## src/rtl/fetch_unit_pkg.sv

```systemverilog
// Shared fetch-path definitions: default widths, reset PC and NOP encoding.
// Decode and datapath import the same defaults so the instruction format
// stays in one place.
package fetch_unit_pkg;

    localparam int unsigned DEF_INSTRUCTION_WIDTH = 18;
    localparam int unsigned DEF_PC_WIDTH          = 18;
    localparam int unsigned DEF_FIFO_DEPTH        = 2;
    localparam int unsigned DEF_RESET_PC          = 0;

    // All-zero word decodes as a no-op.
    localparam logic [DEF_INSTRUCTION_WIDTH-1:0] NOP_INST = '0;

    // Pointer width for a power-of-two queue; never narrower than one bit.
    function automatic int unsigned ptr_bits(input int unsigned depth);
        return (depth > 2) ? $clog2(depth) : 1;
    endfunction

endpackage

```

## src/rtl/fetch_unit_if.sv

```systemverilog
// Fetch-unit boundary: instruction-memory read port, branch redirect,
// decode handshake and the starvation counter output.
// master = fetch unit side, slave = memory/branch/decode side.
interface fetch_unit_if
    import fetch_unit_pkg::*;
#(
    parameter int unsigned INSTRUCTION_WIDTH = DEF_INSTRUCTION_WIDTH,
    parameter int unsigned PC_WIDTH          = DEF_PC_WIDTH
) ();

    logic                         o_imem_req;
    logic [PC_WIDTH-1:0]          o_imem_addr;
    logic [INSTRUCTION_WIDTH-1:0] i_imem_rdata;
    logic                         i_redirect;
    logic [PC_WIDTH-1:0]          i_redirect_pc;
    logic                         o_valid;
    logic                         i_ready;
    logic [INSTRUCTION_WIDTH-1:0] o_inst;
    logic [PC_WIDTH-1:0]          o_inst_pc;
    logic [31:0]                  o_bubble_cnt;

    modport master (
        output o_imem_req, o_imem_addr,
        input  i_imem_rdata,
        input  i_redirect, i_redirect_pc,
        output o_valid, o_inst, o_inst_pc,
        input  i_ready,
        output o_bubble_cnt
    );

    modport slave (
        input  o_imem_req, o_imem_addr,
        output i_imem_rdata,
        output i_redirect, i_redirect_pc,
        input  o_valid, o_inst, o_inst_pc,
        output i_ready,
        input  o_bubble_cnt
    );

endinterface

```

## src/rtl/fetch_fifo.sv

```systemverilog
// Prefetch queue: synchronous FIFO with flush. The head is read straight
// from storage registers, so the output never sees the write data path.
// Push while full is accepted only together with a pop.
module fetch_fifo
    import fetch_unit_pkg::*;
#(
    parameter int unsigned WIDTH = 36,
    parameter int unsigned DEPTH = 2,
    localparam int unsigned CW   = $clog2(DEPTH) + 1
) (
    input  logic             clk,
    input  logic             rst_n,
    input  logic             flush,
    input  logic             push,
    input  logic [WIDTH-1:0] wdata,
    input  logic             pop,
    output logic [WIDTH-1:0] rdata,
    output logic             full,
    output logic             empty,
    output logic [CW-1:0]    count
);

    localparam int unsigned AW = ptr_bits(DEPTH);

    logic [DEPTH-1:0][WIDTH-1:0] mem;
    logic [AW-1:0]               rd_ptr;
    logic [AW-1:0]               wr_ptr;
    logic [CW-1:0]               count_q;
    logic                        do_push;
    logic                        do_pop;

    assign empty   = (count_q == '0);
    assign full    = (count_q == CW'(DEPTH));
    assign count   = count_q;
    assign rdata   = mem[rd_ptr];
    assign do_pop  = pop && !empty;
    assign do_push = push && (!full || do_pop);

    // Pointer, occupancy and storage update; flush discards everything queued.
    always_ff @(posedge clk or negedge rst_n) begin
        if (!rst_n) begin
            mem     <= '0;
            rd_ptr  <= '0;
            wr_ptr  <= '0;
            count_q <= '0;
        end else if (flush) begin
            rd_ptr  <= '0;
            wr_ptr  <= '0;
            count_q <= '0;
        end else begin
            if (do_push) begin
                mem[wr_ptr] <= wdata;
                wr_ptr      <= wr_ptr + AW'(1);
            end
            if (do_pop) begin
                rd_ptr <= rd_ptr + AW'(1);
            end
            if (do_push && !do_pop) begin
                count_q <= count_q + CW'(1);
            end else if (do_pop && !do_push) begin
                count_q <= count_q - CW'(1);
            end
        end
    end

endmodule

```

## src/rtl/fetch_unit.sv

```systemverilog
// Instruction fetch stage: owns the fetch PC, issues credit-limited reads
// to the synchronous instruction memory, queues responses and hands them
// to decode over valid/ready. A redirect flushes queue and in-flight data.
// Optional: define FETCH_BUBBLE_CNT_EN to build the decode-starvation
// counter on o_bubble_cnt; otherwise the port reads constant zero.
module fetch_unit
    import fetch_unit_pkg::*;
#(
    parameter int unsigned INSTRUCTION_WIDTH = DEF_INSTRUCTION_WIDTH,
    parameter int unsigned PC_WIDTH          = DEF_PC_WIDTH,
    parameter int unsigned FIFO_DEPTH        = DEF_FIFO_DEPTH,
    parameter int unsigned RESET_PC          = DEF_RESET_PC
) (
    input  logic         i_clk,
    input  logic         i_rst_n,
    fetch_unit_if.master bus
);

    localparam int unsigned CW = $clog2(FIFO_DEPTH) + 1;
    localparam int unsigned EW = PC_WIDTH + INSTRUCTION_WIDTH;
    localparam logic [CW:0] DEPTH_C = (CW + 1)'(FIFO_DEPTH);

    logic [PC_WIDTH-1:0] pc_q;
    logic [PC_WIDTH-1:0] req_pc_q;
    logic                inflight_q;
    logic                drop_q;
    logic                running_q;
    logic                issue;
    logic                push;
    logic                pop;
    logic [CW-1:0]       occ;
    logic [CW:0]         used;
    logic                full;
    logic                empty;
    logic [EW-1:0]       head;

    // Credits: queued entries plus the one possibly in flight must leave
    // room, so a response can always be written when it arrives.
    assign used  = {1'b0, occ} + (CW + 1)'(inflight_q);
    assign issue = running_q && !bus.i_redirect && (used < DEPTH_C);

    // Response from last cycle's request; a redirect now (flush) or in the
    // previous cycle (drop) means it belongs to the abandoned stream.
    assign push = inflight_q && !drop_q && !bus.i_redirect && !full;
    assign pop  = !empty && bus.i_ready;

    assign bus.o_imem_req  = issue;
    assign bus.o_imem_addr = pc_q;
    assign bus.o_valid     = !empty;
    assign bus.o_inst_pc   = head[EW-1:INSTRUCTION_WIDTH];
    assign bus.o_inst      = head[INSTRUCTION_WIDTH-1:0];

    // PC, in-flight tracking and drop flag. running_q holds off the first
    // request until one full clock after reset release.
    always_ff @(posedge i_clk or negedge i_rst_n) begin
        if (!i_rst_n) begin
            pc_q       <= PC_WIDTH'(RESET_PC);
            req_pc_q   <= '0;
            inflight_q <= 1'b0;
            drop_q     <= 1'b0;
            running_q  <= 1'b0;
        end else begin
            running_q  <= 1'b1;
            inflight_q <= issue;
            drop_q     <= bus.i_redirect;
            if (issue) begin
                req_pc_q <= pc_q;
            end
            if (bus.i_redirect) begin
                pc_q <= bus.i_redirect_pc;
            end else if (issue) begin
                pc_q <= pc_q + PC_WIDTH'(1);
            end
        end
    end

    fetch_fifo #(
        .WIDTH (EW),
        .DEPTH (FIFO_DEPTH)
    ) u_fifo (
        .clk   (i_clk),
        .rst_n (i_rst_n),
        .flush (bus.i_redirect),
        .push  (push),
        .wdata ({req_pc_q, bus.i_imem_rdata}),
        .pop   (pop),
        .rdata (head),
        .full  (full),
        .empty (empty),
        .count (occ)
    );

`ifdef FETCH_BUBBLE_CNT_EN
    logic [31:0] bubble_q;

    // Count cycles where decode wanted an instruction and none was ready.
    always_ff @(posedge i_clk or negedge i_rst_n) begin
        if (!i_rst_n) begin
            bubble_q <= '0;
        end else if (running_q && bus.i_ready && empty && !bus.i_redirect
                     && (bubble_q != 32'hFFFF_FFFF)) begin
            bubble_q <= bubble_q + 32'd1;
        end
    end

    assign bus.o_bubble_cnt = bubble_q;
`else
    assign bus.o_bubble_cnt = 32'd0;
`endif

endmodule

```

## src/flat_wrapper.sv

```systemverilog
// flat-port wrapper written by rule: the top's interface ports become plain ports
module fetch_unit_flat import fetch_unit_pkg::*;
#(
    parameter int unsigned INSTRUCTION_WIDTH = DEF_INSTRUCTION_WIDTH,
    parameter int unsigned PC_WIDTH          = DEF_PC_WIDTH,
    parameter int unsigned FIFO_DEPTH        = DEF_FIFO_DEPTH,
    parameter int unsigned RESET_PC          = DEF_RESET_PC
)
  (i_clk, i_rst_n, bus_o_imem_req, bus_o_imem_addr, bus_i_imem_rdata, bus_i_redirect, bus_i_redirect_pc, bus_o_valid, bus_o_inst, bus_o_inst_pc, bus_i_ready, bus_o_bubble_cnt);
  fetch_unit_if #(.INSTRUCTION_WIDTH(INSTRUCTION_WIDTH), .PC_WIDTH(PC_WIDTH)) bus_i ();
  input  logic i_clk;
  input  logic i_rst_n;
  output wire logic [$bits(bus_i.o_imem_req)-1:0] bus_o_imem_req;
  output wire logic [$bits(bus_i.o_imem_addr)-1:0] bus_o_imem_addr;
  input wire logic [$bits(bus_i.i_imem_rdata)-1:0] bus_i_imem_rdata;
  input wire logic [$bits(bus_i.i_redirect)-1:0] bus_i_redirect;
  input wire logic [$bits(bus_i.i_redirect_pc)-1:0] bus_i_redirect_pc;
  output wire logic [$bits(bus_i.o_valid)-1:0] bus_o_valid;
  output wire logic [$bits(bus_i.o_inst)-1:0] bus_o_inst;
  output wire logic [$bits(bus_i.o_inst_pc)-1:0] bus_o_inst_pc;
  input wire logic [$bits(bus_i.i_ready)-1:0] bus_i_ready;
  output wire logic [$bits(bus_i.o_bubble_cnt)-1:0] bus_o_bubble_cnt;
  assign bus_o_imem_req = bus_i.o_imem_req;
  assign bus_o_imem_addr = bus_i.o_imem_addr;
  assign bus_i.i_imem_rdata = bus_i_imem_rdata;
  assign bus_i.i_redirect = bus_i_redirect;
  assign bus_i.i_redirect_pc = bus_i_redirect_pc;
  assign bus_o_valid = bus_i.o_valid;
  assign bus_o_inst = bus_i.o_inst;
  assign bus_o_inst_pc = bus_i.o_inst_pc;
  assign bus_i.i_ready = bus_i_ready;
  assign bus_o_bubble_cnt = bus_i.o_bubble_cnt;
  fetch_unit #(.INSTRUCTION_WIDTH(INSTRUCTION_WIDTH), .PC_WIDTH(PC_WIDTH), .FIFO_DEPTH(FIFO_DEPTH), .RESET_PC(RESET_PC)) u_core (.i_clk(i_clk), .i_rst_n(i_rst_n), .bus(bus_i));
endmodule
```

## config.mk

```make
export PLATFORM = sky130hd
export DESIGN_NAME = fetch_unit_flat
export DESIGN_NICKNAME = d
export VERILOG_FILES = /design/src/rtl/fetch_unit_pkg.sv /design/src/rtl/fetch_unit_if.sv /design/src/rtl/fetch_fifo.sv /design/src/rtl/fetch_unit.sv /design/src/flat_wrapper.sv
export SDC_FILE = /design/constraint.sdc
export NUM_CORES = 1
export LEC_CHECK = 0
export CORE_AREA = 3 3 138 140
export CTS_BUF_LIST = sky130_fd_sc_hd__clkbuf_4 sky130_fd_sc_hd__clkbuf_8
export DETAILED_ROUTE_END_ITERATION = 6
export DIE_AREA = 0 0 141 143
export GPL_ROUTABILITY_DRIVEN = 0
export SYNTH_ARGS = -nofsm -noshare
export SYNTH_HDL_FRONTEND = slang
export SYNTH_SLANG_ARGS = --single-unit
```

## constraint.sdc

```tcl
create_clock -name i_clk -period 2.05 [get_ports i_clk]
set_clock_uncertainty 0.2 [all_clocks]
set_input_delay 0.41 -clock i_clk [delete_from_list [all_inputs] [get_ports i_clk]]
set_output_delay 0.41 -clock i_clk [all_outputs]
set_load 0.005 [all_outputs]
```

-- Word-level counts from Yosys, hierarchy flattened
Cells that the tools add are included.
- latch bits: 0
- RAM bits: 0
- memories kept: 0
- bits in registers: 115
- ROM bits: 0
- div/mod/pow operators: 0
- multipliers: 0
- muxes and demuxes: 14
- $add $sub $neg: 6
- order comparisons: 4
- bitwise gates (word level): 1
- shifts and indexed selects: 0
- equal/unequal tests: 1
- reductions and logical operators: 24
- operators with widths (cell ; count):
    2-to-1 mux 36 bit ; 3
    bitwise mux 72 bit ; 1
    demux 36 bit (select 1 bit) ; 1
    2-to-1 mux 18 bit ; 2
    adder 18 x 1 -> 18 bit (second input constant) ; 1
    logical AND 1 bit ; 11
    zero test 1 bit ; 6
    2-to-1 mux 2 bit ; 3
    nonzero test 2 bit ; 3
    less-than comparator 1 x 2 -> 1 bit (second input constant) ; 2
    2-to-1 mux 1 bit ; 4
    adder 2 x 1 -> 3 bit ; 1
    less-than comparator 3 x 2 -> 1 bit (second input constant) ; 1
    nonzero test 3 bit ; 1
    adder 1 bit (second input constant) ; 2
    adder 2 x 1 -> 2 bit (second input constant) ; 1
    == test 2 bit (second input constant) ; 1
    zero test 2 bit ; 1
    AND reduction 2 bit ; 1
    subtractor 2 x 1 -> 2 bit (second input constant) ; 1
    greater-or-equal comparator 1 bit (second input constant) ; 1
    logical OR 1 bit ; 1
    NOT 1 bit ; 1

-- Longest topological paths before layout
Gate-level depths: netlist of the first run.
- depth after elaboration: 11
- mapped depth: 6
- mapped depth without buffers: 5

-- By module
A second synthesis of the first run with hierarchy kept.
- cell total of the unflattened synthesis: 421
- area, all modules: 5592.9 µm²
- by module, submodules not included (module ; cells an instance ; sequential area each (µm²) ; times used ; area an instance (µm²)):
    fetch_fifo ; 216 ; 1901.8 ; 1 ; 3467.1
    fetch_unit ; 205 ; 975.9 ; 1 ; 2125.8

-- Worst setup path before layout of the first run
OpenSTA, ideal clock, no wires.
- kind: flip-flop to output port
- start point: reg u_core.u_fifo.rd_ptr
- end point: out bus_o_inst_pc[10]
- slack: 0.076 ns
- buffers on the path: 2
- stages on the path, launching flop included: 4
- arrival time: 1.364 ns
- path through: dfrtp_1 > clkbuf_1 > clkbuf_1 > mux2_2
- cells in the longest elaborated chain, start to end: 2
- ends and longest elaborated chain (element ; line ; source):
    start: declaration ; fetch_fifo.sv:26 ; logic [AW-1:0] rd_ptr;
    start signal: assignment ; fetch_fifo.sv:56 ; rd_ptr <= rd_ptr + AW'(1);
    2-to-1 mux 36 bit (implied by the code) (2 in series) ; fetch_fifo.sv:35 ; assign rdata = mem[rd_ptr];
    end: declaration ; flat_wrapper.sv:20 ; output wire logic [$bits(bus_i.o_inst_pc)-1:0] bus_o_inst_pc;
Every way passes these cells. The select of a mux whose other input is x is not followed.

-- Worst setup path in the final report of the first run
- start point: reg u_core.u_fifo.rd_ptr
- end point: out bus_o_inst_pc[3]
Same word-level chain as after synthesis.

==> flow_summary.rst, run 1 <==
.. list-table::
   :header-rows: 1

   * - Metric
     - Value
   * - Post-route worst setup slack
     - -0.315 ns
   * - Die boundary width
     - 141 um
   * - Number of enable flip-flop cells after synthesis
     - 0
   * - Fmax
     - 423 MHz
   * - Detailed Route Iter0 Violations
     - 99
   * - Power per cell area
     - 908 nW/um^2
   * - Time the worst path needs with I/O delays and setup
     - 2.37 ns
   * - Clock tree from TritonCTS
     - done
   * - Number of synthesized register bits
     - 115
   * - Worst-Skew Late Latency
     - 0.43 ns
   * - Synth area leader
     - sky130_fd_sc_hd__dfrtp_1
   * - Share of synthesized flip-flops with an asynchronous set or reset
     - 100%
   * - Fin util
     - 44.7%
   * - Violated checks
     - setup timing
   * - Clock input transition at the sequential cells of the worst setup and hold paths
     - 0.07 ns
   * - Worst Hold End
     - u_core.u_fifo.mem[4]$_DFFE_PN0P_
   * - Inserted Diodes
     - 0
   * - Drt drc
     - 0
   * - Max-slew violation total from the final report
     - 0
   * - Netlist Area Pre-Place
     - 5370 sq um
   * - Endpoints failing hold
     - 0
   * - Synth top cells by count
     - sky130_fd_sc_hd__mux2_2, sky130_fd_sc_hd__dfrtp_1, sky130_fd_sc_hd__buf_4
   * - Detailed-router iteration count before antenna repair
     - 4
   * - Core ar.
     - 18000 sq um
   * - Initial antenna violation count
     - 0
   * - Maxcap violations
     - 0
   * - YS warnings
     - 0
   * - Endpoint kind of the worst setup timing path
     - output pin
   * - Run status
     - finished with violations
   * - Part of the power in combinational logic
     - 26.1%
   * - Cells after synthesis
     - 410
   * - CP Data Required Time
     - 1.44 ns
   * - Arithmetic-cell share of the synthesized area counting full adders, half adders and majority gates
     - 0.233%
   * - Ports placed on the boundary
     - 128
   * - Largest net degree at the start of global routing
     - 41
   * - Final cell count without fillers
     - 827
   * - RSZ-0062 raised after global routing
     - yes
   * - Vias in the first global route
     - 3898
   * - Period Utilization, post-route
     - 115%
   * - Biggest fanout along the worst timing path
     - 6
   * - CTS buffer count
     - 17
   * - Number of core rows
     - 49
   * - Overflow left after global routing
     - 0
   * - Internal power
     - 5.44 mW
   * - Most frequent cell after synthesis
     - sky130_fd_sc_hd__mux2_2
   * - Clock sink count
     - 115
   * - Library cells used by synthesis
     - 41
   * - Proportion of synthesized chip area in sequential cells
     - 53.6%
   * - Portion of netlist area occupied by mux cells
     - 26.8%
   * - Hold Slack
     - 0.291 ns
   * - Placed cells
     - 750
   * - Simple logic cell fraction of the synthesized area
     - 7.64%
   * - Die outline height
     - 143 um
   * - Proportion of netlist area held by the largest area contributor
     - 53.6%
   * - Number of input and output port buffers inserted
     - 95
   * - Post-DR wirelength/cell
     - 17.4 um
   * - Initial standard-cell utilization of the core
     - 29.9%
   * - Die footprint
     - 20200 sq um
   * - Flop-to-flop setup slack
     - -0.15 ns
   * - Via count
     - 3764
   * - Detailed-route vias per instance
     - 4.55
   * - CP Data Arrival Time
     - 1.76 ns
   * - Switching fraction of total power
     - 25.5%
   * - Remaining antenna violation count after routing
     - 0
   * - Share of power burned in registers
     - 41.0%
   * - Clock root cell
     - sky130_fd_sc_hd__clkbuf_8
   * - Hold Crit Class
     - reg2reg
   * - Peak supply drop
     - 515 uV
   * - Post-DP Area
     - 6710 sq um
   * - Leak Pwr
     - 3.67 nW
   * - Maximum buffer depth of the clock tree
     - 2
   * - Parity-gate share of the synthesized area counting xor and xnor cells
     - 1.47%
   * - Worst r2r src
     - u_core.u_fifo.count[1]$_DFFE_PN0P_
   * - Fraction of the mapped netlist area in compound gates
     - 3.49%
   * - Net count of the finished layout
     - 626
   * - Wire length of the first global-routing pass
     - 20800 um
   * - Post-Layout Inst Area
     - 8040 sq um
   * - Transition time at the pin with the least slew margin
     - 0.574 ns
   * - Depth of the CTS H-tree
     - 4
   * - Total length of routed wires
     - 14400 um
   * - Critical Path Source Type
     - register
   * - Share of power burned in the clock network
     - 32.9%
   * - Area growth syn-to-layout
     - 49.6%
   * - Synthesized area per cell
     - 13.1 sq um
   * - Hold depth
     - 1
   * - Setup Viol. Count Final
     - 83
   * - FF-to-FF End
     - u_core.u_fifo.mem[62]$_DFFE_PN0P_
   * - Dominant combinational cell family by area after synthesis
     - multiplexers
   * - Kind of critical path
     - reg2out
   * - Share of cells above drive strength 1
     - 47.3%
   * - Final HPWL from detailed placement
     - 9040 um
   * - Number of cells on the worst reg-to-reg path
     - 6
   * - GR Util All Layers
     - 13.5%
   * - Tightest slew margin relative to the limit
     - 61.7%
   * - Switching power total
     - 1.86 mW
   * - Largest cells by area after synthesis
     - sky130_fd_sc_hd__dfrtp_1, sky130_fd_sc_hd__mux2_2, sky130_fd_sc_hd__buf_4
   * - Hold path startpoint
     - u_core.u_fifo.mem[4]$_DFFE_PN0P_
   * - Commonest register cell after synthesis
     - sky130_fd_sc_hd__dfrtp_1
==> power by group through the flow <==
stage	Clock [mW]	Sequential (mW)	Combinational, mW
after floorplan	0	2.93	0.802
after CTS	2.46	2.97	1.69
after global routing	2.57	3.05	2.05
after detailed placement	0	3.00	1.67
final	2.40	2.99	1.91
after global placement	0	2.98	1.64
==> repair_timing <==
| action | CTS | global route |
|---|---|---|
| pin swaps | 1 | 4 |
| gates cloned | 2 | 6 |
| buffers inserted | 23 | 19 |
| setup endpoints to repair | 54 | 102 |
| hold buffers | 1 | 0 |
| hold endpoints to repair | 34 | 0 |
| gates resized for setup | 192 | 95 |
==> state kept, by name (all words and copies together), names as in the netlist <==
signal                  flops
u_core.u_fifo.count         2
u_core.running_q            1
u_core.req_pc_q            18
u_core.u_fifo.wr_ptr        1
u_core.inflight_q           1
u_core.u_fifo.mem          72
u_core.bus.o_imem_addr     18
u_core.u_fifo.rd_ptr        1
u_core.drop_q               1
==> cell families after synthesis <==
kind of cell | Yosys count
compound gates | 33
xor+xnor | 9
fa+ha+maj | 1
buf+inv | 53
flops | 115
mux | 128
other cells | 2
simple gates | 69
==> per-layer routing <==
| layer | track usage (%) | routed length [um] | share of wire (%) |
|---|---|---|---|
| met4 | 3.98 | 105 | 0.73 |
| met1 | 17.1 | 6700 | 47 |
| met3 | 4.62 | 845 | 5.9 |
| met2 | 21.8 | 6730 | 47 |
| met5 | 0 | 0 | 0 |
==> layout by cell type, fill, tap and decap left out, types with 8 or more instances in the layout <==
| cell type | n |
|---|---|
| sky130_fd_sc_hd__buf_2 | 10 |
| sky130_fd_sc_hd__nand3_1 | 8 |
| sky130_fd_sc_hd__nor2_1 | 9 |
| sky130_fd_sc_hd__dlygate4sd2_1 | 15 |
| sky130_fd_sc_hd__buf_4 | 41 |
| sky130_fd_sc_hd__o21ai_0 | 18 |
| sky130_fd_sc_hd__mux2_4 | 69 |
| sky130_fd_sc_hd__clkdlybuf4s50_1 | 41 |
| sky130_fd_sc_hd__conb_1 | 33 |
| sky130_fd_sc_hd__a31oi_1 | 9 |
| sky130_fd_sc_hd__buf_12 | 15 |
| sky130_fd_sc_hd__buf_6 | 38 |
| sky130_fd_sc_hd__dfrtp_1 | 110 |
| sky130_fd_sc_hd__nand2_1 | 16 |
| sky130_fd_sc_hd__mux2_2 | 54 |
| sky130_fd_sc_hd__xor2_1 | 8 |
| sky130_fd_sc_hd__clkbuf_8 | 17 |
==> worst max-delay path, cell delays in order, from the launching register on <==
cell and delay (ns):
sky130_fd_sc_hd__dfrtp_2 0.41, sky130_fd_sc_hd__buf_6 0.13, sky130_fd_sc_hd__buf_12 0.13, sky130_fd_sc_hd__buf_12 0.13, sky130_fd_sc_hd__buf_6 0.12, sky130_fd_sc_hd__mux2_4 0.29, sky130_fd_sc_hd__buf_6 0.12
==> area by class of cell <==
type / count / area [sq um]
well taps: 229 / 287
repair buffers: 174 / 1850
clock buffers: 18 / 241
inverters: 4 / 15.0
flip-flops and latches: 115 / 2880
multi-input cells: 273 / 2550
fillers: 1629 / 9930
clock inverters: 14 / 211
==> how the worst max path moves through the flow <==
stage                                           from                                end  slack, ns
finish              u_core.u_fifo.rd_ptr$_DFFE_PN0P_                   bus_o_inst_pc[3]      -0.32
global route        u_core.u_fifo.rd_ptr$_DFFE_PN0P_                   bus_o_inst_pc[3]      -0.38
CTS                 u_core.u_fifo.rd_ptr$_DFFE_PN0P_                   bus_o_inst_pc[3]      -0.36
detailed placement                    bus_i_redirect  u_core.u_fifo.mem[23]$_DFFE_PN0P_      -0.29
global placement                      bus_i_redirect                     bus_o_imem_req      -0.28
floorplan           u_core.u_fifo.rd_ptr$_DFFE_PN0P_                  bus_o_inst_pc[10]       0.08
==> stage by stage <==
| stage | power (mW) | worst slack [ns] | setup TNS, ns |
|---|---|---|---|
| floorplan | 3.73 | 0.0760 | 0 |
| global placement | 4.62 | -0.282 | -20.62 |
| detailed placement | 4.67 | -0.287 | -21.07 |
| CTS | 7.12 | -0.358 | -10.23 |
| global route | 7.67 | -0.385 | -16.87 |
| finish | 7.30 | -0.315 | -10.74 |
(Power assumes the default switching activity.)
==> run 2: changes to the inputs <==
--- a/config.mk
+++ b/config.mk
@@ -5,11 +5,12 @@
 export SDC_FILE = /design/constraint.sdc
 export NUM_CORES = 1
 export LEC_CHECK = 0
-export CORE_AREA = 3 3 138 140
+export CORE_AREA = 4 4 139 141
 export CTS_BUF_LIST = sky130_fd_sc_hd__clkbuf_4 sky130_fd_sc_hd__clkbuf_8
 export DETAILED_ROUTE_END_ITERATION = 6
-export DIE_AREA = 0 0 141 143
+export DIE_AREA = 0 0 143 145
 export GPL_ROUTABILITY_DRIVEN = 0
+export GPL_TIMING_DRIVEN = 1
 export SYNTH_ARGS = -nofsm -noshare
 export SYNTH_HDL_FRONTEND = slang
 export SYNTH_SLANG_ARGS = --single-unit
==> run 2 against run 1 <==
The run still ends with setup timing left; clock power about the same; first-iteration DRC count increased by 82%; power decreased by 0.92%; global-route usage down 0.27 points; worst hold slack got worse by 0.055 ns; die area up 2.8%; flip-flop and latch count is the same; count of clock-buffer cells in the layout up 5; core utilization down 2.1 points; final cell count shrank 2.3%; critical endpoint is now bus_o_inst_pc[9].
==> flow_summary.rst, run 2 (synthesis gave the netlist of run 1 again) <==
.. list-table::
   :header-rows: 1

   * - Metric
     - Value
   * - Run status
     - finished with violations
   * - Violated checks
     - setup timing
   * - Die outline height
     - 145 um
   * - Leak Pwr
     - 3.48 nW
   * - Overflow left after global routing
     - 0
   * - Clock root cell
     - sky130_fd_sc_hd__clkbuf_8
   * - Clock sink count
     - 115
   * - Minimum setup slack after placement
     - -0.277 ns
   * - Peak supply drop
     - 473 uV
   * - Net count of the finished layout
     - 607
   * - Endpoints failing hold
     - 0
   * - Ports placed on the boundary
     - 128
   * - Kind of critical path
     - reg2out
   * - Core ar.
     - 18000 sq um
   * - Post-route worst setup slack
     - -0.155 ns
   * - Crit-path slowest cell
     - sky130_fd_sc_hd__dfrtp_2
   * - Share of cells above drive strength 1
     - 46.1%
   * - Final HPWL from detailed placement
     - 9090 um
   * - Endpoint kind of the worst setup timing path
     - output pin
   * - Maximum buffer depth of the clock tree
     - 2
   * - Number of core rows
     - 49
   * - Detailed Route Iter0 Violations
     - 180
   * - Time the worst path needs with I/O delays and setup
     - 2.20 ns
   * - Max-slew violation total from the final report
     - 0
   * - Final Power
     - 7.23 mW
   * - Fin util
     - 42.7%
   * - Wire length of the first global-routing pass
     - 21400 um
   * - Initial standard-cell utilization of the core
     - 29.9%
   * - Most common cell after layout, fill and taps aside
     - sky130_fd_sc_hd__dfrtp_1
   * - Inserted Diodes
     - 0
   * - Area occupied by multi-input gates
     - 2420 sq um
   * - Setup Viol. Count Final
     - 36
   * - Number of input and output port buffers inserted
     - 95
   * - Period Utilization, post-route
     - 108%
   * - Share of power burned in the clock network
     - 33.0%
   * - CTS buffer count
     - 17
   * - Remaining antenna violation count after routing
     - 0
   * - GR Util All Layers
     - 13.2%
   * - Switching power total
     - 1.80 mW
   * - Die footprint
     - 20700 sq um
   * - Clock tree from TritonCTS
     - done
   * - Top register by number of flip-flops
     - u_core.u_fifo.mem
   * - Drt drc
     - 0
   * - Commonest cells after routing, fill and taps aside
     - sky130_fd_sc_hd__dfrtp_1, sky130_fd_sc_hd__mux2_2, sky130_fd_sc_hd__buf_6
   * - CP Data Arrival Time
     - 1.59 ns
   * - Largest net degree at the start of global routing
     - 47
   * - Die boundary width
     - 143 um
   * - Clock input transition at the sequential cells of the worst setup and hold paths
     - 0.07 ns
   * - Depth of the CTS H-tree
     - 4
   * - Flip-flop count of the largest register, all copies and words added
     - 72
   * - Via count
     - 3777
   * - CP Data Required Time
     - 1.44 ns
   * - RSZ-0062 raised after global routing
     - yes
   * - Biggest fanout along the worst timing path
     - 4
   * - Vias in the first global route
     - 4106
   * - Worst-Skew Late Latency
     - 0.43 ns
   * - Part of the power in combinational logic
     - 26.0%
   * - Share of power burned in registers
     - 41.0%
   * - Critical Path Source Type
     - register
   * - Largest stage delay on the critical path
     - 0.45 ns
   * - Switching fraction of total power
     - 24.8%
   * - Total length of routed wires
     - 13700 um
   * - Hold Crit Class
     - in2async
   * - Fmax
     - 454 MHz
   * - Power per cell area
     - 943 nW/um^2
   * - Detailed-router iteration count before antenna repair
     - 4
   * - Detailed-route vias per instance
     - 4.67
   * - Register Area
     - 2880 sq um
   * - Post-DR wirelength/cell
     - 16.9 um
   * - Internal power
     - 5.44 mW
   * - Maxcap violations
     - 0
   * - Area growth syn-to-layout
     - 42.7%
   * - Number of cells on the worst reg-to-reg path
     - 6
   * - Initial antenna violation count
     - 1
   * - List of cells traversed by the critical path
     - buf_12, buf_8, mux2_4, buf_6
   * - Count of fill cells added during filler insertion
     - 1640
-- run 2: cell type report --
| type | count | share of cell area [%] |
|---|---|---|
| Tap cell | 229 | 3.74 |
| Clock buffer | 23 | 3.96 |
| Clock inverter | 9 | 1.96 |
| Timing Repair Buffer | 154 | 21.0 |
| Inverter | 4 | 0.196 |
| Sequential cell | 115 | 37.6 |
| Multi-Input combinational cell | 274 | 31.5 |
-- run 2: final timing paths --
path / startpoint / slack (ns) / end
setup / recovery: u_core.u_fifo.rd_ptr$_DFFE_PN0P_ / -0.15 / bus_o_inst_pc[9]
hold / removal: i_rst_n / 0.24 / u_core.u_fifo.mem[43]$_DFFE_PN0P_
setup reg to reg: u_core.u_fifo.count[1]$_DFFE_PN0P_ / 0.05 / u_core.u_fifo.mem[52]$_DFFE_PN0P_
hold reg to reg: u_core.u_fifo.mem[71]$_DFFE_PN0P_ / 0.30 / u_core.u_fifo.mem[71]$_DFFE_PN0P_
max in group asynchronous: i_rst_n / 0.81 / u_core.bus.o_imem_addr[15]$_DFFE_PN0P_
min in group i_clk: u_core.u_fifo.mem[71]$_DFFE_PN0P_ / 0.30 / u_core.u_fifo.mem[71]$_DFFE_PN0P_
-- run 2: power groups by stage --
stage	combinational (mW)	clock [mW]	sequential, mW
final	1.88	2.39	2.97
after global routing	2.03	2.56	3.03
after CTS	1.78	2.45	2.96
after detailed placement	1.67	0	3.00
after global placement	1.65	0	2.96
after floorplan	0.802	0	2.93
-- run 2: repair_timing --
item                       CTS  global route
pin swaps                    5             7
hold buffers                 1             0
cloned                       3             2
hold endpoints to repair    24             0
gates resized for setup    232            36
setup endpoints to repair   55            64
setup buffers               18             4
-- run 2: routing by layer --
metal,share of wire [%],up-vias,track usage (%)
li1,-,1713,-
met1,44,1903,17.2
met2,48,144,21.0
met3,7.4,15,4.15
met4,1.1,2,3.94
met5,0.095,-,0
-- run 2: per-stage QoR --
step	setup TNS [ns]	cell area (sq um)	hold WS, ns	cells
2_1_floorplan	0	5490	-0.0856	441
3_3_place_gp	-23.10	6710	0.148	752
3_5_place_dp	-23.19	6710	0.155	752
4_1_cts	-6.57	7490	0.218	806
5_1_grt	-7.34	7670	0.258	808
6_report	-4.68	7670	0.236	808
-- run 2: worst max-delay path: cells and delay by family (launching register included) --
family   cells  cell delay [ns]
mux          1             0.32
buf+inv      3             0.41
flops        1             0.45
